[config.mk]
export PLATFORM = sky130hd
export DESIGN_NAME = hilo_divide_unit
export DESIGN_NICKNAME = d
export VERILOG_FILES = /design/src/rtl/hilo_divide_unit.sv
export SDC_FILE = /design/constraint.sdc
export NUM_CORES = 1
export LEC_CHECK = 0
export CORE_ASPECT_RATIO = 0.9
export CORE_MARGIN = 5
export CORE_UTILIZATION = 50
export DETAILED_ROUTE_END_ITERATION = 7
export GPL_ROUTABILITY_DRIVEN = 0
export PLACE_DENSITY_LB_ADDON = 0.3
export SETUP_SLACK_MARGIN = 0.1
export SLEW_MARGIN = 15
export SYNTH_ARGS = -nofsm -noshare
export SYNTH_HDL_FRONTEND = slang
export SYNTH_SLANG_ARGS = --single-unit
[constraint.sdc]
create_clock -name Clock -period 8.5 [get_ports Clock]
set_clock_uncertainty 0.2 [all_clocks]
set_input_delay 1.7 -clock Clock [delete_from_list [all_inputs] [get_ports Clock]]
set_output_delay 1.7 -clock Clock [all_outputs]
set_load 0.05 [all_outputs]
[src/rtl/hilo_divide_unit.sv]
// Iterative radix-2 restoring divider that owns the MIPS HI/LO register pair.
// Each CALC cycle produces one quotient bit. The final FIX cycle applies the signs and writes HI/LO.
module hilo_divide_unit #(
  parameter int DATA_WIDTH = 32
) (
  input  logic                  Clock,
  input  logic                  Reset,
  input  logic                  Start,
  input  logic                  Signed,
  input  logic [DATA_WIDTH-1:0] A,
  input  logic [DATA_WIDTH-1:0] B,
  input  logic                  ReadHi,
  input  logic                  ReadLo,
  input  logic                  WriteHi,
  input  logic                  WriteLo,
  input  logic [DATA_WIDTH-1:0] WData,
  output logic [DATA_WIDTH-1:0] HI,
  output logic [DATA_WIDTH-1:0] LO,
  output logic                  Busy,
  output logic                  Done,
  output logic                  DivByZero,
  output logic                  Stall
);
  localparam int CNT_W = $clog2(DATA_WIDTH + 1);

  typedef enum logic [1:0] {IDLE, CALC, FIX} state_t;

  state_t                state;
  state_t                stateNext;
  logic [CNT_W-1:0]      counter;
  logic [DATA_WIDTH-1:0] rem;
  logic [DATA_WIDTH-1:0] quo;
  logic [DATA_WIDTH-1:0] divisor;
  logic                  signQ;
  logic                  signR;
  logic [DATA_WIDTH:0]   remShift;
  logic [DATA_WIDTH-1:0] remSub;
  logic                  remGe;

  function automatic logic [DATA_WIDTH-1:0] magnitude(input logic signed [DATA_WIDTH-1:0] v,
                                                      input logic isSigned);
    logic signed [DATA_WIDTH-1:0] neg;
    neg = -v;
    return (isSigned && v < 0) ? neg : v;
  endfunction

  function automatic logic [DATA_WIDTH-1:0] applySign(input logic [DATA_WIDTH-1:0] v,
                                                      input logic negate);
    return negate ? -v : v;
  endfunction

  // The shifted partial remainder needs one extra bit. The difference always fits in DATA_WIDTH bits.
  always_comb begin
    remShift = {rem, quo[DATA_WIDTH-1]};
    remGe    = (remShift >= {1'b0, divisor});
    remSub   = remShift[DATA_WIDTH-1:0] - divisor;
  end

  always_comb begin
    stateNext = state;
    case (state)
      IDLE:    if (Start) stateNext = CALC;
      CALC:    if (counter == CNT_W'(1)) stateNext = FIX;
      FIX:     stateNext = IDLE;
      default: stateNext = IDLE;
    endcase
  end

  always_ff @(posedge Clock or posedge Reset) begin
    if (Reset) state <= IDLE;
    else       state <= stateNext;
  end

  assign Busy  = (state != IDLE);
  assign Stall = Busy & (ReadHi | ReadLo | WriteHi | WriteLo | Start);

  always_ff @(posedge Clock or posedge Reset) begin
    if (Reset) begin
      counter   <= '0;
      rem       <= '0;
      quo       <= '0;
      divisor   <= '0;
      signQ     <= 1'b0;
      signR     <= 1'b0;
      HI        <= '0;
      LO        <= '0;
      Done      <= 1'b0;
      DivByZero <= 1'b0;
    end else begin
      Done <= 1'b0;
      case (state)
        IDLE: begin
          // An accepted divide takes priority over a simultaneous mthi/mtlo.
          if (Start) begin
            quo       <= magnitude(A, Signed);
            divisor   <= magnitude(B, Signed);
            rem       <= '0;
            signQ     <= Signed & (A[DATA_WIDTH-1] ^ B[DATA_WIDTH-1]);
            signR     <= Signed & A[DATA_WIDTH-1];
            DivByZero <= (B == '0);
            counter   <= CNT_W'(DATA_WIDTH);
          end else begin
            if (WriteHi) HI <= WData;
            if (WriteLo) LO <= WData;
          end
        end
        CALC: begin
          rem     <= remGe ? remSub : remShift[DATA_WIDTH-1:0];
          quo     <= {quo[DATA_WIDTH-2:0], remGe};
          counter <= counter - CNT_W'(1);
        end
        FIX: begin
          // With a zero divisor the remainder equals |A|, so re-signing it restores A.
          LO   <= DivByZero ? '1 : applySign(quo, signQ);
          HI   <= applySign(rem, signR);
          Done <= 1'b1;
        end
        default: ;
      endcase
    end
  end
endmodule

==> summary.md <==
| Metric | Value |
|---|---|
| Run status | finished clean |
| Total CTS buffers | 17 |
| Most used DFF post-synth | dfrtp_1 |
| Critical path's largest stage delay | 0.82 ns |
| XOR/XNOR Fraction of Synth Area | 0.1116 |
| Antenna cells | 0 |
| Worst r2r src | quo[31] |
| Setup TNS | 0 ns |
| First-pass GRT wire length | between 50000 and 60000 µm |
| Largest net degree at the start of global routing | 95 |
| Part of the Yosys area used for sequential elements | 0.3706 |
| Core area | around 0.023 mm² |
| Req. time, crit path | 6.60 ns |
| Final net count | 1642 |
| Area grow syn2layout | 21.54% |
| Cell area after synthesis | between 0.01 and 0.015 mm² |
| Leak | about 5.7 nW |
| Total global routing track utilization | 0.2571 |
| Post-synthesis average cell area | between 8 and 9 µm² |
| Die Ht | about 150 µm |
| Final hold vios | 0 |
| PD cells | around 460 mW/mm² |
| Vias per cell | 6.008 |
| Layout cell share with drive strength beyond 1 | 0.04233 |
| H-tree depth | 4 |
| Die Wd | 170.7 µm |
| Top fanout value on the critical path | 4 |
| Cells after synthesis | 1375 |
| Fin crit period | 5.199 ns |
| Max_cap viols | 0 |
| Min Hold Slack | around 0.28 ns |
| Synth Register Bits | 172 |
| Initial Utilization | 0.5115 |
| Syn. warnings | 0 |
| Largest family of logic cells by synthesized area | compound AO/OA/AOI/OAI gates |
| CP bufs+invs | 3 |
| Register Area | 0.004304 mm² |
| Post-route clock period utilization | 0.6116 |
| Vias in the first global route | 10220 |
| WL/cell | between 15 and 20 µm |
| # hold bufs at CTS | 0 |
| Post-synth EDFFs | 0 |
| Drt total wl | approximately 35000 µm |
| Critical path origin | Start |
| Critical Path Most Common Cell | clkdlybuf4s50_1 |
| CTS root buffer | clkbuf_16 |
| Postcts setup bufs | 0 |
| Worst-path clk slew | 0.07 ns |
| Port buffer count | roughly 170 |
| Critical Path End | Stall |
| Share of flip-flops with an asynchronous set or reset | 1.000 |
| Hold Crit Depth | 1 |
| Antenna-violating nets left | 0 |
| Post_cts resized | 0 |
| Slew headroom | 0.2736 |
| R2r endpoint | rem[28] |
| RSZ-0062 raised after global routing | false |
| Die ar. | 0.02638 mm² |
| Synth Net Count | 1518 |
| Pre-antenna DRT Iters | 7 |
| Critical Path Stages | 4 |
| VDD IR max | 0.2777 mV |
| Multi-input logic area | around 0.0068 mm² |
| Worst path slowest cell | clkdlybuf4s50_1 |
| Max-slew violations | 0 |
| Sink Count | around 170 |
| Initial DRC count | 1133 |
| Worst EP arrival | 3.30 ns |
| Fillers | 1969 |
| Synth Area in Simple Gates | 0.1574 |
| CP endpoint kind | output port |
| Rows | 52 |
| Synth Area in Adders | 0.04266 |
| Clock buffer depth | 2 |
| Cell depth of the worst flop-to-flop path | 13 |
| Post-synth cell types | between 60 and 70 |
| IO Pins | around 170 |
| Fmax | 192.3 MHz |
| Critical path class | in2out |
| Worst-margin pin slew | 1.090 ns |
| CP cell instances | clkdlybuf4s50_1 -> inv_1 -> a21oi_1 -> clkdlybuf4s50_1 |
| Clock network latency to the later pin of the worst-skew pair | 0.44 ns |
| Post-DP HPWL | 25880 µm |
| Initial antenna violation count | 0 |
| DRC viols | 0 |
| Hold WC Path Type | reg2reg |
| Global route total overflow | 0 |
| Reg2Reg Setup Slack | 4.03 ns |
| Family with the most delay on the worst path | buffers and inverters |
| # setup viols final | 0 |
| Via count | 10870 |
| CP Launch Type | input port |
| Mux contribution to synthesized area | 0.04223 |
| CTS tree | built |
| Post-synthesis compound-gate area fraction | 0.2299 |
state kept, by name, summed over array words and instances (netlist names):
register,count
HI,32
LO,32
divisor,32
quo,32
rem,32
counter,6
state,2
DivByZero,1
Done,1
signQ,1
signR,1
power breakdown:
part / leakage, nW / internal (mW) / switching (mW)
clock network: 0.288 / 0.447 / 0.368
logic: 3.32 / 1.57 / 2.40
registers: 2.09 / 1.23 / 0.505
total: 5.70 / 3.25 / 3.27
cell usage after synthesis, types with 3 or more instances:
master	n	share of area
or4_1	8	0.0052
nor3_1	18	0.0078
buf_2	3	0.0013
o22ai_1	30	0.016
mux2i_1	49	0.042
and2_1	10	0.0054
nor2b_1	12	0.0065
a2111oi_0	3	0.0023
and3_1	11	0.0059
a22oi_1	31	0.020
a221oi_1	3	0.0023
clkbuf_1	66	0.021
inv_1	58	0.019
dfrtp_1	172	0.37
o41ai_1	16	0.012
or3_1	12	0.0065
xor2_1	49	0.037
nand3_1	45	0.019
a21o_1	15	0.0097
a31oi_1	7	0.0038
o31ai_1	22	0.014
nand2b_1	8	0.0043
ha_1	38	0.041
nor2_1	65	0.021
a211oi_1	15	0.0097
nor4_1	19	0.010
or2_2	6	0.0032
a21oi_1	85	0.037
nand4_1	7	0.0038
buf_1	6	0.0019
o21bai_1	5	0.0032
xnor2_1	99	0.075
o21ai_0	198	0.085
nand2_1	149	0.048
cells by family after synthesis:
logic type | after synthesis
AOI/OAI and AO/OA | 448
xor gates and xnor gates | 148
adders and majority gates | 39
buffers and inverters | 136
DFF | 172
muxes | 49
and+or+nand+nor | 383
cell usage in the layout, fill, tap and decap left out, drive strengths merged, types with 17 or more instances in the layout:
master,n
mux2i,49
o22ai,30
inv,65
nor2,66
xnor2,99
nor3,18
a21oi,85
clkdlybuf4s50,171
nand2,150
xor2,49
clkbuf,18
dfrtp,172
nor4,19
o21ai,198
ha,38
o41ai,17
nand3,45
a22oi,31
o31ai,22
routing by layer:
metal  global-route usage  vias up  routed length (µm)
met2               0.3791      453               15020
met1               0.3842     5153               15900
li1                     -     5203                   -
met4              0.07985        0                 955
met3              0.04645       60                2809
met5                    0        -                   0
worst min path at each step:
stage / startpoint / endpoint / slack [ns]
after floorplan: counter[5] / counter[5] / 0.25
after global placement: counter[5] / counter[5] / 0.26
final: counter[5] / counter[5] / 0.28
after global routing: divisor[17] / divisor[17] / 0.30
after detailed placement: divisor[5] / divisor[5] / 0.27
after CTS: counter[5] / counter[5] / 0.28
final cells by class:
cell class,count,area share
clock buffer,18,0.03041
clock inverter,14,0.01268
inverter,58,0.01578
multi-input combinational,1067,0.4813
sequential,172,0.3049
tap,297,0.02633
timing repair buffer,183,0.1285
stage by stage:
step / std cells / util / power (mW) / instance area [µm²] / setup WS (ns)
after global placement: 1776 / 0.5940 / 5.528 / 13490 / 3.342
after global routing: 1809 / 0.6216 / 6.972 / 14110 / 3.236
final: 1809 / 0.6216 / 6.522 / 14110 / 3.301
after detailed placement: 1776 / 0.5940 / 5.630 / 13490 / 3.301
after floorplan: 1375 / - / 4.499 / 11610 / 1.940
after CTS: 1808 / 0.6207 / 6.465 / 14090 / 3.282
Note: power is estimated with default switching activity, not from simulation.
